**src/rtl/pattern_pkg.sv**
```systemverilog
// Shared defaults and encodings for the pattern store.
package pattern_pkg;
  localparam int PAT_WIDTH = 8;
  localparam int PAT_DEPTH = 32;
  localparam logic RD_SRC_ADDR = 1'b0;
  localparam logic RD_SRC_PTR  = 1'b1;
endpackage

```
**src/rtl/pattern_store_ptr.sv**
```systemverilog
// Sequencer step pointer: load with clamp, increment with wrap pulse.
module pattern_store_ptr
  import pattern_pkg::*;
#(
  parameter int DEPTH = PAT_DEPTH,
  parameter int AW    = $clog2(DEPTH)
) (
  input  logic          clk,
  input  logic          rst_n,
  input  logic          load,
  input  logic [AW-1:0] val,
  input  logic          inc,
  output logic [AW-1:0] ptr,
  output logic          wrap
);
  localparam logic [AW-1:0] LAST = AW'(DEPTH - 1);

  logic [AW-1:0] clamped;

  assign clamped = (32'(val) >= DEPTH) ? LAST : val;

  always_ff @(posedge clk or negedge rst_n) begin
    if (!rst_n) begin
      ptr  <= '0;
      wrap <= 1'b0;
    end else begin
      wrap <= 1'b0;
      if (load) begin
        ptr <= clamped;
      end else if (inc) begin
        if (ptr == LAST) begin
          ptr  <= '0;
          wrap <= 1'b1;
        end else begin
          ptr <= ptr + 1'b1;
        end
      end
    end
  end
endmodule

```
**src/rtl/pattern_store.sv**
```systemverilog
// Flop-based pattern memory: serial shift chain, masked writes,
// registered reads and a sequencer step pointer.
module pattern_store
  import pattern_pkg::*;
#(
  parameter int WIDTH = PAT_WIDTH,
  parameter int DEPTH = PAT_DEPTH,
  parameter int AW    = $clog2(DEPTH),
  parameter int CW    = $clog2(WIDTH * DEPTH + 1)
) (
  input  logic             clk,
  input  logic             rst_n,
  input  logic             shift_en,
  input  logic             sin,
  output logic             sout,
  output logic             shift_done,
  input  logic             wr_en,
  input  logic [AW-1:0]    wr_addr,
  input  logic [WIDTH-1:0] wr_data,
  input  logic [WIDTH-1:0] wr_mask,
  input  logic             rd_en,
  input  logic             rd_src,
  input  logic [AW-1:0]    rd_addr,
  output logic [WIDTH-1:0] rd_data,
  output logic             rd_valid,
  input  logic             ptr_load,
  input  logic [AW-1:0]    ptr_val,
  input  logic             ptr_inc,
  output logic [AW-1:0]    ptr,
  output logic             ptr_wrap
);
  localparam int TOTAL = WIDTH * DEPTH;

  logic [WIDTH-1:0] mem [DEPTH];
  logic [CW-1:0]    cnt;
  logic [AW-1:0]    rd_a;
  logic             wr_ok;
  logic             rd_ok;
  logic             last_shift;

  assign rd_a       = (rd_src == RD_SRC_PTR) ? ptr : rd_addr;
  assign wr_ok      = wr_en && !shift_en && (32'(wr_addr) < DEPTH);
  assign rd_ok      = 32'(rd_a) < DEPTH;
  assign last_shift = cnt == CW'(TOTAL - 1);
  assign sout       = mem[DEPTH-1][WIDTH-1];

  pattern_store_ptr #(
    .DEPTH(DEPTH),
    .AW   (AW)
  ) u_ptr (
    .clk  (clk),
    .rst_n(rst_n),
    .load (ptr_load),
    .val  (ptr_val),
    .inc  (ptr_inc),
    .ptr  (ptr),
    .wrap (ptr_wrap)
  );

  // The whole array forms one chain, entry 0 bit 0 at the head.
  always_ff @(posedge clk or negedge rst_n) begin
    if (!rst_n) begin
      for (int g = 0; g < DEPTH; g++) mem[g] <= '0;
    end else if (shift_en) begin
      mem[0] <= {mem[0][WIDTH-2:0], sin};
      for (int g = 1; g < DEPTH; g++)
        mem[g] <= {mem[g][WIDTH-2:0], mem[g-1][WIDTH-1]};
    end else if (wr_ok) begin
      mem[wr_addr] <= (mem[wr_addr] & ~wr_mask) | (wr_data & wr_mask);
    end
  end

  always_ff @(posedge clk or negedge rst_n) begin
    if (!rst_n) begin
      cnt        <= '0;
      shift_done <= 1'b0;
    end else begin
      shift_done <= shift_en && last_shift;
      if (shift_en) cnt <= last_shift ? '0 : cnt + 1'b1;
    end
  end

  always_ff @(posedge clk or negedge rst_n) begin
    if (!rst_n) begin
      rd_data  <= '0;
      rd_valid <= 1'b0;
    end else begin
      rd_valid <= rd_en;
      if (rd_en) rd_data <= rd_ok ? mem[rd_a] : '0;
    end
  end
endmodule

```
**config.mk**
```make
export PLATFORM = sky130hd
export DESIGN_NAME = pattern_store
export DESIGN_NICKNAME = d
export VERILOG_FILES = /design/src/rtl/pattern_pkg.sv /design/src/rtl/pattern_store_ptr.sv /design/src/rtl/pattern_store.sv
export SDC_FILE = /design/constraint.sdc
export NUM_CORES = 1
export LEC_CHECK = 0
export ABC_AREA = 1
export BUFFER_PORTS_ARGS = -buffer_cell sky130_fd_sc_hd__buf_4
export CAP_MARGIN = 20
export CELL_PAD_IN_SITES_DETAIL_PLACEMENT = 0
export CELL_PAD_IN_SITES_GLOBAL_PLACEMENT = 1
export CORE_MARGIN = 2
export CORE_UTILIZATION = 35
export DETAILED_ROUTE_END_ITERATION = 12
export GPL_TIMING_DRIVEN = 1
export MAX_ROUTING_LAYER = met4
export PLACE_DENSITY = 0.67
export SETUP_SLACK_MARGIN = 0.02
export SLEW_MARGIN = 20
export SYNTH_ARGS = -nofsm -noshare
export SYNTH_HDL_FRONTEND = slang
export SYNTH_SLANG_ARGS = --single-unit
```
**constraint.sdc**
```tcl
create_clock -name clk -period 5.3 [get_ports clk]
set_clock_uncertainty 0.2 [all_clocks]
set_input_delay 0.795 -clock clk [delete_from_list [all_inputs] [get_ports clk]]
set_output_delay 0.795 -clock clk [all_outputs]
set_load 0.02 [all_outputs]
```
==> implementation parameters <==
Parameter                              Value

Layout
  Design area    21,200 µm²
  Share of post-route cells with drive strength above 1    6.85%
  Most common library cell in the layout ignoring fill and taps    sky130_fd_sc_hd__nand2_1
  Top library cells by usage in the layout, fill and taps aside    727 x sky130_fd_sc_hd__nand2_1, 593 x sky130_fd_sc_hd__nand3_1, 558 x sky130_fd_sc_hd__inv_1
  Area growth, synth to finish    11.4%
  Diode insertion count for antenna repair    0
  Count of nets after finishing    2,922

GRT
  Wire length of the first global-routing pass    127,000 µm
  Number of antenna violations at the first check in global routing    0
  Largest net degree at the start of global routing    142
  Via count of the first global-routing pass    19,300
  Global router's overall resource usage    30.9%
  Total congestion overflow after global routing    0

CTS
  Clock tree from TritonCTS    built
  CTS Buf Count    38
  Clock slew seen by the registers of the worst setup and hold paths    0.06 ns
  # H-tree levels    2
  Clock latency on the worst-skew pair    0.57 ns
  Post_cts resized    0
  Cell at the root of the clock tree    sky130_fd_sc_hd__clkbuf_16
  Total clock sinks    281
  Post CTS Setup Buffer Count    0
  Hold-fix buffer count after cts    0
  Number of buffers on the longest clock path    3

Synth
  Number of synthesized register bits    281
  Synth warnings    0
  Sequential element share of the synthesized area    37.0%
  Top cell type's share of synthesized area    37.0%
  Cell types with the largest area share after synthesis    sky130_fd_sc_hd__dfrtp_1 37%, sky130_fd_sc_hd__nand3_1 16%, sky130_fd_sc_hd__nand2_1 14%
  Gate count after technology mapping    2,907
  Library cell occupying the most area in the post-synthesis netlist    sky130_fd_sc_hd__dfrtp_1
  Post-synthesis net count    2,950
  Post-synth design cell area    19,000 µm²
  Distinct cells, synth    30
  Post-Syn Area per Cell    6.54 µm²

Placed design
  HPWL reported at the end of detailed placement    54,700 µm
  Cell area after placement    19,900 µm²
  RD Place Congestion    0.946
  Count of buffers from port buffering    56

Setup path
  Type of the worst setup path    in -> reg
  Worst path max stage delay    0.86 ns
  Sum of buffers and inverters on the critical path    3
  CP cell instances    buf_4 > inv_1 > nand2_1 > nand2_2 > buf_12 > nand2_1 > nand3_1 > nand3_1 > nand3_1 > nand3_1 > nand3_1 > nand2_1
  Worst reg-to-reg setup slack    1.79 ns
  Arrival time of data at the critical path endpoint    3.77 ns
  Worst reg2reg endpoint    rd_data[1]$_DFFE_PN0P_
  Capturing element type of the critical path    register
  Reg2Reg Launch Point    u_ptr.ptr[0]$_DFFE_PN0P_
  Critical path fanouts, max    50
  Top delay family on crit path    simple AND/OR/NAND/NOR gates
  Most used cell along the critical path    sky130_fd_sc_hd__nand3_1
  Worst Path Required    5.55 ns
  Depth of the worst register-to-register path    11
  Element type at the critical path start    primary input
  Crit path max-delay cell type    sky130_fd_sc_hd__nand2_2

Pwr
  Power per unit of standard cell area    378 nW/µm²
  Static leakage    10.8 nW
  Worst VDD drop    0.188 mV

Flow run
  Max Cap Violations    0

Run status
  Result of the run    finished, final reports clean

Timing
  Final setup violation count    0
  Max_slew headroom    18.6%
  Max-slew violations    0
  Post-layout min period    3.52 ns
  Hold violation count in the final report    0
  Worst-margin pin slew    1.22 ns
  Setup repair after global routing missed its margin    false
  Maximum clock rate    284 MHz
  Summed negative setup slack over all endpoints    0 ns
  Final worst path period share    66.4%

Floorplanning
  Site Rows    85
  Height of the die    237 µm
  DIE WIDTH    237 µm
  Effective utilization at floorplan    35.4%
  Number of ports placed on the die boundary    57
  Total Die Area    56,200 µm²
  Core outline area    53,700 µm²

Drt
  Violation count after the first detailed-route iteration    2,773
  DRC errors left    0
  Count of vias placed by the detailed router    20,600
  Antenna-violating nets left    0
  Post-DR wirelength/cell    23.6 µm
  Per-cell via count in the routed design    5.73
  Length of the first detailed-routing pass in iterations    6
  Final wirelength    85,100 µm

Hold path
  Type of the worst min-delay path    in -> async
[where the power goes]
group | internal (mW) | switching (mW) | total [mW] | leakage, nW
clock | 1.65 | 1.08 | 2.73 | 0.633
combinational | 0.729 | 1.78 | 2.51 | 6.49
sequential | 2.55 | 0.207 | 2.76 | 3.68
[cell usage after synthesis]
cell	number
sky130_fd_sc_hd__o21ai_0	11
sky130_fd_sc_hd__buf_1	34
sky130_fd_sc_hd__o21ai_2	1
sky130_fd_sc_hd__a211oi_1	1
sky130_fd_sc_hd__nor2_1	132
sky130_fd_sc_hd__nand4_1	13
sky130_fd_sc_hd__o211ai_1	2
sky130_fd_sc_hd__nor2_2	8
sky130_fd_sc_hd__buf_4	12
sky130_fd_sc_hd__nand2_4	1
sky130_fd_sc_hd__o31ai_1	2
sky130_fd_sc_hd__inv_1	559
sky130_fd_sc_hd__dfrtp_1	281
sky130_fd_sc_hd__nor2_4	2
sky130_fd_sc_hd__nand2_1	731
sky130_fd_sc_hd__a21oi_2	4
sky130_fd_sc_hd__clkbuf_1	67
sky130_fd_sc_hd__xor2_1	4
sky130_fd_sc_hd__a21oi_1	79
sky130_fd_sc_hd__nand3_2	8
sky130_fd_sc_hd__o21ai_1	4
sky130_fd_sc_hd__ha_1	3
sky130_fd_sc_hd__buf_6	29
sky130_fd_sc_hd__nor3_1	7
sky130_fd_sc_hd__buf_2	33
sky130_fd_sc_hd__a22oi_1	11
sky130_fd_sc_hd__nand2_2	1
sky130_fd_sc_hd__o22ai_1	271
sky130_fd_sc_hd__nand3_1	593
sky130_fd_sc_hd__inv_2	3
[per-layer routing]
layer	global-route usage (%)	vias to the layer above	part of all wire [%]	wire length, µm
met5	-	-	0	0
met4	12.8	0	4.2	3590
met3	3.53	231	8.5	7270
met2	46.0	1167	44	37600
met1	42.7	9918	43	36600
li1	-	9332	-	-
[worst max-delay path by stage]
| stage | startpoint | to | slack, ns | depth (start not counted) |
|---|---|---|---|---|
| finish | rd_src | rd_data[1]$_DFFE_PN0P_ | 1.78 | 12 |
| global route | u_ptr.ptr[0]$_DFFE_PN0P_ | rd_data[1]$_DFFE_PN0P_ | 1.79 | 11 |
| CTS | wr_addr[1] | mem[139]$_DFFE_PN0P_ | 1.94 | 13 |
| detailed placement | wr_addr[1] | mem[139]$_DFFE_PN0P_ | 1.34 | 13 |
| global placement | rd_src | rd_data[1]$_DFFE_PN0P_ | 1.34 | 12 |
| floorplan | rd_src | rd_data[6]$_DFFE_PN0P_ | 2.94 | 12 |
[metrics by stage]
step	worst slack, ns	total power [mW]	hold slack [ns]	utilization [%]	cells
floorplan	2.94	4.36	0.263	-	2907
global placement	1.34	5.21	0.282	37.0	3534
detailed placement	1.34	5.23	0.281	37.0	3534
CTS	1.94	7.98	0.136	39.4	3601
global route	1.79	8.40	0.157	39.4	3602
finish	1.78	8.00	0.0891	39.4	3602
[final cells by class]
type | count | area (µm²)
Fill cell | 5735 | 32500
Multi-Input combinational cell | 1889 | 8960
Sequential cell | 281 | 7030
Inverter | 562 | 2120
Clock buffer | 59 | 1160
Timing Repair Buffer | 107 | 911
Tap cell | 696 | 871
Clock inverter | 8 | 121
[cells by family after synthesis]
group / synth area share (%)
buf+inv: 16.2
flops: 37.0
simple gates: 34.2
fa+ha+maj: 0.198
xor+xnor: 0.184
compound gates: 12.3
[flip-flops by register name, summed over array words and instances, names as in the netlist]
register    cells
cnt             9
mem           255
rd_data         8
rd_valid        1
shift_done      1
sout            1
u_ptr.ptr       5
u_ptr.wrap      1
Note: power is estimated with default switching activity, not from simulation.
